===== src/rtl/diagv2_test_sequencer_pkg.sv =====
// Shared constants for the diagv2 regression sequencer: bus width, FSM encoding, timeout code.
package diagv2_test_sequencer_pkg;

   localparam int DataBusBits = 32;

   localparam int ST_W = 3;
   localparam logic [ST_W-1:0] ST_IDLE   = 3'd0;
   localparam logic [ST_W-1:0] ST_LOAD   = 3'd1;
   localparam logic [ST_W-1:0] ST_HOLD   = 3'd2;
   localparam logic [ST_W-1:0] ST_RUN    = 3'd3;
   localparam logic [ST_W-1:0] ST_RECORD = 3'd4;
   localparam logic [ST_W-1:0] ST_DONE   = 3'd5;

   // Status code recorded for a test that never reached ECALL.
   localparam logic [DataBusBits-1:0] TIMEOUT_CODE = '1;

   function automatic int max_int(input int a, input int b);
      return (a > b) ? a : b;
   endfunction

endpackage


===== src/rtl/diagv2_test_sequencer_if.sv =====
// Sequencer <-> core/loader/status bundle; master = sequencer, slave = surrounding system.
interface diagv2_test_sequencer_if #(
   parameter int IDX_W = 6,
   parameter int CNT_W = 6
);
   import diagv2_test_sequencer_pkg::*;

   logic                   start;
   logic                   ecall;
   logic [DataBusBits-1:0] statusCode;
   logic                   load_req;
   logic [IDX_W-1:0]       load_idx;
   logic                   load_ack;
   logic                   core_reset;
   logic [IDX_W-1:0]       test_idx;
   logic [CNT_W-1:0]       passed;
   logic [CNT_W-1:0]       failed;
   logic                   fail_seen;
   logic [IDX_W-1:0]       first_fail_idx;
   logic [DataBusBits-1:0] first_fail_code;
   logic                   timeout;
   logic                   done;

   modport master (
      input  start, ecall, statusCode, load_ack,
      output load_req, load_idx, core_reset, test_idx, passed, failed,
             fail_seen, first_fail_idx, first_fail_code, timeout, done
   );

   modport slave (
      output start, ecall, statusCode, load_ack,
      input  load_req, load_idx, core_reset, test_idx, passed, failed,
             fail_seen, first_fail_idx, first_fail_code, timeout, done
   );

endinterface


===== src/rtl/diagv2_test_sequencer_seq_timer.sv =====
// Loadable down-counter; expired while the count sits at zero.
module diagv2_seq_timer #(
   parameter int W = 2
) (
   input  logic         clk,
   input  logic         reset_n,
   input  logic         load,
   input  logic [W-1:0] value,
   output logic         expired
);

   logic [W-1:0] r_cnt;

   always_ff @(posedge clk or negedge reset_n) begin
      if (!reset_n) begin
         r_cnt <= '0;
      end else if (load) begin
         r_cnt <= value;
      end else if (r_cnt != '0) begin
         r_cnt <= r_cnt - 1'b1;
      end
   end

   assign expired = (r_cnt == '0);

endmodule


===== src/rtl/diagv2_test_sequencer.sv =====
// Regression sequencer: load image, hold core reset, run to ECALL, score, advance.
// Optional RUN timeout enabled by defining DIAGV2_SEQ_TIMEOUT_EN.
//
// state  | meaning
// IDLE   | after reset, waiting for start
// LOAD   | loader request out for image test_idx
// HOLD   | core kept in reset for RESET_CYCLES after the load
// RUN    | core running, waiting for ecall (or timeout)
// RECORD | score captured code, pick next test or finish
// DONE   | campaign complete, start begins a new one
module diagv2_test_sequencer
   import diagv2_test_sequencer_pkg::*;
#(
   parameter int TESTS          = 50,
   parameter int RESET_CYCLES   = 2,
   parameter int TIMEOUT_CYCLES = 100000,
   parameter int IDX_W          = $clog2(TESTS),
   parameter int CNT_W          = $clog2(TESTS + 1)
) (
   input  logic                    clk,
   input  logic                    reset_n,
   diagv2_test_sequencer_if.master bus
);

`ifdef DIAGV2_SEQ_TIMEOUT_EN
   localparam bit TIMEOUT_EN = 1'b1;
`else
   localparam bit TIMEOUT_EN = 1'b0;
`endif
   localparam int TMR_MAX = max_int(RESET_CYCLES, TIMEOUT_EN ? TIMEOUT_CYCLES : 0);
   localparam int TMR_W   = $clog2(TMR_MAX + 1);

   logic [ST_W-1:0]        r_state;
   logic                   r_load_req;
   logic                   r_core_reset;
   logic                   r_done;
   logic [IDX_W-1:0]       r_test_idx;
   logic [CNT_W-1:0]       r_passed;
   logic [CNT_W-1:0]       r_failed;
   logic                   r_fail_seen;
   logic [IDX_W-1:0]       r_ff_idx;
   logic [DataBusBits-1:0] r_ff_code;
   logic                   r_timeout;
   logic [DataBusBits-1:0] r_code;

   logic [ST_W-1:0]        w_state_nxt;
   logic                   w_tmr_load;
   logic [TMR_W-1:0]       w_tmr_value;
   logic                   w_expired;
   logic                   w_to_hit;
   logic                   w_start_ok;

   diagv2_seq_timer #(.W(TMR_W)) u_timer (
      .clk     (clk),
      .reset_n (reset_n),
      .load    (w_tmr_load),
      .value   (w_tmr_value),
      .expired (w_expired)
   );

   assign w_start_ok = bus.start && (r_state == ST_IDLE || r_state == ST_DONE);

   always_comb begin
      w_state_nxt = r_state;
      w_tmr_load  = 1'b0;
      w_tmr_value = '0;
      w_to_hit    = 1'b0;
      case (r_state)
         ST_IDLE, ST_DONE: if (bus.start) w_state_nxt = ST_LOAD;
         ST_LOAD: begin
            if (bus.load_ack) begin
               w_state_nxt = ST_HOLD;
               w_tmr_load  = 1'b1;
               w_tmr_value = TMR_W'(RESET_CYCLES - 1);
            end
         end
         ST_HOLD: begin
            if (w_expired) begin
               w_state_nxt = ST_RUN;
`ifdef DIAGV2_SEQ_TIMEOUT_EN
               w_tmr_load  = 1'b1;
               w_tmr_value = TMR_W'(TIMEOUT_CYCLES - 1);
`endif
            end
         end
         ST_RUN: begin
            // ecall has priority over a coincident timeout
            if (bus.ecall) begin
               w_state_nxt = ST_RECORD;
`ifdef DIAGV2_SEQ_TIMEOUT_EN
            end else if (w_expired) begin
               w_state_nxt = ST_RECORD;
               w_to_hit    = 1'b1;
`endif
            end
         end
         ST_RECORD: w_state_nxt = (r_test_idx == IDX_W'(TESTS - 1)) ? ST_DONE : ST_LOAD;
         default:   w_state_nxt = ST_IDLE;
      endcase
   end

   always_ff @(posedge clk or negedge reset_n) begin
      if (!reset_n) begin
         r_state      <= ST_IDLE;
         r_load_req   <= 1'b0;
         r_core_reset <= 1'b1;
         r_done       <= 1'b0;
         r_test_idx   <= '0;
         r_passed     <= '0;
         r_failed     <= '0;
         r_fail_seen  <= 1'b0;
         r_ff_idx     <= '0;
         r_ff_code    <= '0;
         r_timeout    <= 1'b0;
         r_code       <= '0;
      end else begin
         r_state      <= w_state_nxt;
         r_load_req   <= (w_state_nxt == ST_LOAD);
         r_core_reset <= (w_state_nxt != ST_RUN);
         r_done       <= (w_state_nxt == ST_DONE);

         if (r_state == ST_RUN && w_state_nxt == ST_RECORD) begin
            r_code <= w_to_hit ? TIMEOUT_CODE : bus.statusCode;
         end
         if (w_to_hit) r_timeout <= 1'b1;

         if (w_start_ok) begin
            r_test_idx  <= '0;
            r_passed    <= '0;
            r_failed    <= '0;
            r_fail_seen <= 1'b0;
            r_ff_idx    <= '0;
            r_ff_code   <= '0;
            r_timeout   <= 1'b0;
         end

         if (r_state == ST_RECORD) begin
            if (r_code == '0) begin
               r_passed <= r_passed + 1'b1;
            end else begin
               r_failed <= r_failed + 1'b1;
               if (!r_fail_seen) begin
                  r_fail_seen <= 1'b1;
                  r_ff_idx    <= r_test_idx;
                  r_ff_code   <= r_code;
               end
            end
            if (w_state_nxt == ST_LOAD) r_test_idx <= r_test_idx + 1'b1;
         end
      end
   end

   assign bus.load_req        = r_load_req;
   assign bus.load_idx        = r_test_idx;
   assign bus.core_reset      = r_core_reset;
   assign bus.test_idx        = r_test_idx;
   assign bus.passed          = r_passed;
   assign bus.failed          = r_failed;
   assign bus.fail_seen       = r_fail_seen;
   assign bus.first_fail_idx  = r_ff_idx;
   assign bus.first_fail_code = r_ff_code;
   assign bus.timeout         = r_timeout;
   assign bus.done            = r_done;

endmodule


===== src/flat_wrapper.sv =====
// flat-port wrapper written by rule: the top's interface ports become plain ports
module diagv2_test_sequencer_flat import diagv2_test_sequencer_pkg::*;
#(
   parameter int TESTS          = 50,
   parameter int RESET_CYCLES   = 2,
   parameter int TIMEOUT_CYCLES = 100000,
   parameter int IDX_W          = $clog2(TESTS),
   parameter int CNT_W          = $clog2(TESTS + 1)
)
  (clk, reset_n, bus_start, bus_ecall, bus_statusCode, bus_load_ack, bus_load_req, bus_load_idx, bus_core_reset, bus_test_idx, bus_passed, bus_failed, bus_fail_seen, bus_first_fail_idx, bus_first_fail_code, bus_timeout, bus_done);
  diagv2_test_sequencer_if #(.IDX_W(IDX_W), .CNT_W(CNT_W)) bus_i ();
  input  logic clk;
  input  logic reset_n;
  input wire logic [$bits(bus_i.start)-1:0] bus_start;
  input wire logic [$bits(bus_i.ecall)-1:0] bus_ecall;
  input wire logic [$bits(bus_i.statusCode)-1:0] bus_statusCode;
  input wire logic [$bits(bus_i.load_ack)-1:0] bus_load_ack;
  output wire logic [$bits(bus_i.load_req)-1:0] bus_load_req;
  output wire logic [$bits(bus_i.load_idx)-1:0] bus_load_idx;
  output wire logic [$bits(bus_i.core_reset)-1:0] bus_core_reset;
  output wire logic [$bits(bus_i.test_idx)-1:0] bus_test_idx;
  output wire logic [$bits(bus_i.passed)-1:0] bus_passed;
  output wire logic [$bits(bus_i.failed)-1:0] bus_failed;
  output wire logic [$bits(bus_i.fail_seen)-1:0] bus_fail_seen;
  output wire logic [$bits(bus_i.first_fail_idx)-1:0] bus_first_fail_idx;
  output wire logic [$bits(bus_i.first_fail_code)-1:0] bus_first_fail_code;
  output wire logic [$bits(bus_i.timeout)-1:0] bus_timeout;
  output wire logic [$bits(bus_i.done)-1:0] bus_done;
  assign bus_i.start = bus_start;
  assign bus_i.ecall = bus_ecall;
  assign bus_i.statusCode = bus_statusCode;
  assign bus_i.load_ack = bus_load_ack;
  assign bus_load_req = bus_i.load_req;
  assign bus_load_idx = bus_i.load_idx;
  assign bus_core_reset = bus_i.core_reset;
  assign bus_test_idx = bus_i.test_idx;
  assign bus_passed = bus_i.passed;
  assign bus_failed = bus_i.failed;
  assign bus_fail_seen = bus_i.fail_seen;
  assign bus_first_fail_idx = bus_i.first_fail_idx;
  assign bus_first_fail_code = bus_i.first_fail_code;
  assign bus_timeout = bus_i.timeout;
  assign bus_done = bus_i.done;
  diagv2_test_sequencer #(.TESTS(TESTS), .RESET_CYCLES(RESET_CYCLES), .TIMEOUT_CYCLES(TIMEOUT_CYCLES), .IDX_W(IDX_W), .CNT_W(CNT_W)) u_core (.clk(clk), .reset_n(reset_n), .bus(bus_i));
endmodule

===== config.mk =====
export PLATFORM = sky130hd
export DESIGN_NAME = diagv2_test_sequencer_flat
export DESIGN_NICKNAME = d
export VERILOG_FILES = /design/src/rtl/diagv2_test_sequencer_pkg.sv /design/src/rtl/diagv2_test_sequencer_if.sv /design/src/rtl/diagv2_test_sequencer_seq_timer.sv /design/src/rtl/diagv2_test_sequencer.sv /design/src/flat_wrapper.sv
export SDC_FILE = /design/constraint.sdc
export NUM_CORES = 1
export LEC_CHECK = 0
export ABC_CLOCK_PERIOD_IN_PS = 2100
export CAP_MARGIN = 20
export CORE_MARGIN = 4
export CORE_UTILIZATION = 50
export DETAILED_ROUTE_END_ITERATION = 6
export PLACE_DENSITY = 0.8
export SLEW_MARGIN = 25
export SYNTH_ARGS = -nofsm -noshare
export SYNTH_HDL_FRONTEND = slang
export SYNTH_SLANG_ARGS = --single-unit
export TNS_END_PERCENT = 100

===== constraint.sdc =====
create_clock -name clk -period 2.1 [get_ports clk]
set_clock_uncertainty 0.1 [all_clocks]
set_input_delay 0.42 -clock clk [delete_from_list [all_inputs] [get_ports clk]]
set_output_delay 0.42 -clock clk [all_outputs]
set_load 0.02 [all_outputs]

# Word level (Yosys, flattened, before mapping)
# Index checks and enable logic that the tools add are counted.
# totals
out_inout_bits	67
regBits	97
inputBits	37
# classes
n_addsub	4
n_mux	33
n_reduce_logical	9
eq_ne	10
# op_table
cell	n
32-bit 2-to-1 mux	4
6-bit 2-to-1 mux	13
32-bit logical NOT	1
6-bit by 1-bit adder with 6-bit output, second input constant	3
3-bit 2-to-1 mux	5
3-bit one-hot mux with 5 select lines	1
3-bit equality test, second input constant	4
1-bit 2-to-1 mux	8
3-bit by 1-bit equality test with 1-bit output, second input constant	2
3-bit by 2-bit equality test with 1-bit output, second input constant	2
6-bit equality test, second input constant	1
2-bit 2-to-1 mux	2
2-bit nonzero test	2
3-bit logical NOT	1
3-bit by 2-bit inequality test with 1-bit output, second input constant	1
1-bit logical AND	2
2-bit logical NOT	1
2-bit OR reduction	1
2-bit by 1-bit subtractor with 2-bit output, second input constant	1
1-bit logical OR	1

# Depth between registers and ports, before layout
# logic_depth
ltp_word	7
depth_mapped	7

# Hierarchy
# A second synthesis with hierarchy kept.
# hier_totals
cells_unflattened	394
area_unflattened_um2	4421.7
# by_module_without_submodules
module	cells_per_inst	seq_area_each_um2	instances	area_per_inst_um2
diagv2_test_sequencer	382	2378.5	1	4307.9
diagv2_seq_timer	12	50.0	1	113.9

# Worst setup path before layout
# Ideal clock, no wire load.
# synth_path
kind	register to register
start	register u_core.r_test_idx[0] (netlist: u_core.bus.load_idx[0])
end	register u_core.r_test_idx[2] (netlist: u_core.bus.load_idx[2])
t_required_ns	1.855
path_stages_with_launch	6
synth_period_minus_slack_ns	1.760
slack_ns	0.340
arrival_ns	1.515
setup_time_ns	0.145
path_cell_list	dfrtp_1 -> ha_1 -> nand4b_1 -> o21ai_2 -> mux2i_1 -> o22ai_1
# synth_between
elab_chain_cells	6
elab_cells_between_ends	7
# synth_lines
element	line_no	text
start, declared	diagv2_test_sequencer.sv:37	logic [IDX_W-1:0] r_test_idx;
start signal, assigned	diagv2_test_sequencer.sv:148	if (w_state_nxt == ST_LOAD) r_test_idx <= r_test_idx + 1'b1;
6-bit equality test	diagv2_test_sequencer.sv:97	ST_RECORD: w_state_nxt = (r_test_idx == IDX_W'(TESTS - 1)) ? ST_DONE : ST_LOAD;
3-bit 2-to-1 mux	diagv2_test_sequencer.sv:97	
3-bit one-hot mux with 5 select lines	diagv2_test_sequencer.sv:68	case (r_state)
3-bit by 1-bit equality test with 1-bit output	diagv2_test_sequencer.sv:148	
6-bit 2-to-1 mux *	diagv2_test_sequencer.sv:148	
6-bit 2-to-1 mux *	diagv2_test_sequencer.sv:137	if (r_state == ST_RECORD) begin
# Every way passes the cells marked *; elsewhere a longest branch is shown, timed or not.
# A chain may end at the register's enable or synchronous reset.

# Worst setup path in the final report
# layout_path
start	register u_core.r_test_idx[3] (netlist: u_core.bus.load_idx[3])
end	output port bus_test_idx[3]
# layout_lines
element	line_no	text
end, declared	flat_wrapper.sv:21	output wire logic [$bits(bus_i.test_idx)-1:0] bus_test_idx;
# No word-level cell between the ends.

==> impl_metrics.csv <==
group,metric,value,unit
global_route,grt_max_degree,59,
logic_synthesis,synth_ff_type,"dfrtp_1",
global_route,grt-ovfl-total,0,
floorplanning,io_pins,104,
worst_setup_path,cp_max_fo,7,
timing,rsz0062_at_grt,"false",
logic_synthesis,synth_top_cells_by_count,"96 x dfrtp_1, 58 x nand2_1, 54 x mux2i_1",
worst_setup_path,arrival,1.49,ns
global_route,antenna_found_initial,0,
logic_synthesis,synth_cell_types,40,
worst_setup_path,slowest_delay,0.65,ns
worst_setup_path,path_delay_family,"buffers and inverters",
logic_synthesis,synth-edff-count,0,
cts,path_clk_slew,0.09,ns
power,ir_drop,0.845,mV
placed_design,place.detailed.hpwl,6.82,mm
logic_synthesis,synth_fp_nets,426,
floorplanning,core,0.00834,mm^2
worst_setup_path,cp_slowest_cell,"clkdlybuf4s50_1",
global_route,grt.total_usage,19.5,%
cts,post-cts-setup-buffers,0,
global_route,grt_pass1_vias,3270,
cts,cts_buffers,9,
floorplanning,start_util,52.4,%
logic_synthesis,avgSynthCellArea,11.4,um^2
floorplanning,core.rowCount,33,
cts,cts_htree_levels,3,
routing,drt-initial-drc-count,110,
timing,slew_viol_final,0,
power,combPwrFrac,37.2,%
routing,vias,3109,
cts,insertion_delay,0.36,ns
floorplanning,dieArea,0.0103,mm^2
routing,firstDrtPassIters,4,
power,power_density,1290,mW/mm^2
cts,clock-sinks,97,
routing,drt.antenna.violating_nets,0,
power,p_int,4.85,mW
worst_setup_path,path_cells,"clkdlybuf4s50_1",
placed_design,placedInstanceArea,0.00551,mm^2
logic_synthesis,synth_top_area_share,55.0,%
final_layout,drive_gt1_share,7.98,%
routing,drc,0,
power,switching_share,35.3,%
logic_synthesis,yosysMostFrequentCell,"dfrtp_1",
timing,setup_viol,0,
power,power.leakage,2.90,nW
min_path,hold_class,"flop to flop",
worst_setup_path,critPathRequiredTime,1.58,ns
cts,cts_tree,"yes",
logic_synthesis,synth_top_area_cell,"dfrtp_1",
placed_design,place_congestion,0.787,
power,sequentialPowerShare,41.8,%
final_layout,fillers,616,
worst_setup_path,cp-start-kind,"flop",
logic_synthesis,syn_inst,384,
timing,fin_setup_tns,0,ns
power,clockPowerShare,21.0,%
outcome,status,"completed",
final_layout,nets,526,
routing,routed_wl,9.58,mm
worst_setup_path,crit_buf_inv,1,
timing,max_clock_freq,0.497,GHz
logic_synthesis,ys_top_cells_by_area,"dfrtp_1 55%, mux2i_1 12%, mux2_1 8.2%",
floorplanning,die_x,102,um
job,cap_violations,0,
final_layout,final_area,0.00580,mm^2
timing,min_period_over_period,95.8,%
worst_setup_path,crit_path_end_kind,"primary output",
routing,vias_per_cell,5.23,
worst_setup_path,worstSetupPathType,"flop to primary output",
logic_synthesis,synth_area,0.00437,mm^2
logic_synthesis,async_reset_ff_share,100,%
final_layout,diodes,0,
placed_design,port_buffers,102,
logic_synthesis,yosysSeqAreaShare,55.6,%
logic_synthesis,synth-seq-cells,97,
cts,cts_root_buffer,"clkbuf_8",
timing,min_period,2.01,ns
final_layout,area_delta_synth_final,32.7,%
timing,finalHoldViolations,0,
global_route,grt_pass1_wl,15.8,mm
routing,wire_per_inst,16.1,um
logic_synthesis,yosys_warnings,0,
cts,clockBufferDepth,2,
power,switchingPower,2.64,mW
floorplanning,die_h,102,um
-- stage by stage --
stage	setup slack [ns]	hold slack, ns	utilization, %	instances	power, mW
after CTS	0.0464	0.393	69.4	594	7.54
after global routing	0.00865	0.403	69.6	594	7.96
after global placement	0.195	0.310	66.1	577	5.82
final	0.0885	0.388	69.6	594	7.49
after floorplan	0.340	0.0244	-	384	4.68
after detailed placement	0.100	0.316	66.1	577	5.96
-- repair_timing --
item / 4_1_cts / 5_1_grt
hold buffers: 1 / 0
setup endpoints to repair: 0 / 5
resized for setup: 0 / 3
endpoints found under the hold margin: 33 / 0
-- final timing paths --
check / start / endpoint / slack [ns] / cells after the start
setup reg to reg: u_core.r_code[24]$_DFFE_PN0P_ / u_core.bus.passed[2]$_DFF_PN0_ / 0.15 / 5
max in group asynchronous: reset_n / u_core.bus.failed[4]$_DFF_PN0_ / 0.79 / 3
hold / removal: u_core.bus.passed[5]$_DFF_PN0_ / u_core.bus.passed[5]$_DFF_PN0_ / 0.39 / 1
setup / recovery: u_core.bus.load_idx[3]$_DFF_PN0_ / bus_test_idx[3] / 0.09 / 1
min in group asynchronous: reset_n / u_core.u_timer.r_cnt[0]$_DFFE_PN0P_ / 0.47 / 2
hold reg to reg: u_core.bus.passed[5]$_DFF_PN0_ / u_core.bus.passed[5]$_DFF_PN0_ / 0.39 / 1
-- power groups by stage --
stage | Combinational (mW) | Sequential [mW] | Clock, mW
6_report | 2.79 | 3.13 | 1.57
5_1_grt | 3.04 | 3.23 | 1.68
4_1_cts | 2.83 | 3.11 | 1.60
3_5_place_dp | 2.82 | 3.14 | 0
3_3_place_gp | 2.72 | 3.11 | 0
2_1_floorplan | 1.29 | 3.39 | 0
-- sequential cells by signal (all words and copies together), names as in the netlist --
register / count
u_core.bus.first_fail_idx: 6
u_core.bus.core_reset: 1
u_core.bus.load_req: 1
u_core.bus.fail_seen: 1
u_core.bus.done: 1
u_core.bus.load_idx: 6
u_core.bus.first_fail_code: 32
u_core.r_code: 32
u_core.bus.failed: 6
u_core.u_timer.r_cnt: 2
u_core.bus.passed: 6
u_core.r_state: 3
-- logic make-up after synthesis --
| family | after synthesis | share of synthesized area [%] |
|---|---|---|
| AND/OR/NAND/NOR | 99 | 11.0 |
| adder cells (fa/ha/maj) | 5 | 1.43 |
| buffers and inverters | 72 | 7.64 |
| XOR/XNOR | 2 | 0.401 |
| flip-flops | 97 | 55.6 |
| other | 1 | 0.0858 |
| multiplexers | 86 | 20.6 |
| AO/OA/AOI/OAI | 22 | 3.26 |
-- layout by cell type (no fill, tap or decap), types with 2 or more instances in the layout --
cell	count
nand4_1	4
o2111ai_1	2
nor3_1	5
inv_1	46
nand3_1	6
nand3_2	2
mux2_1	32
o22ai_1	2
ha_1	5
nor2_1	3
dfrtp_1	96
nor3b_2	2
a21oi_1	3
clkbuf_8	9
and4_1	3
bufinv_16	4
clkdlybuf4s50_1	100
buf_12	4
buf_4	9
xnor2_1	2
nor4_1	6
and2b_1	2
nand2b_1	2
mux2i_1	54
nand2_1	58
nor4_2	2
o21ai_1	6
-- metal layers --
metal	vias up	track usage, %	routed length, um
li1	1477	-	-
met1	1527	25.1	4070
met2	92	33.3	4870
met3	13	3.44	498
met4	0	6.54	136
met5	-	0	0
-- layout make-up --
class	instances	area [um^2]	area share, %
repair buffers	115	1170	20.2
clock buffers	10	128	2.20
inverters	46	173	2.98
well taps	105	131	2.26
flip-flops and latches	97	2430	41.8
multi-input cells	215	1630	28.2
clock inverters	6	138	2.37
No activity file was read; power rests on OpenSTA's default activity.
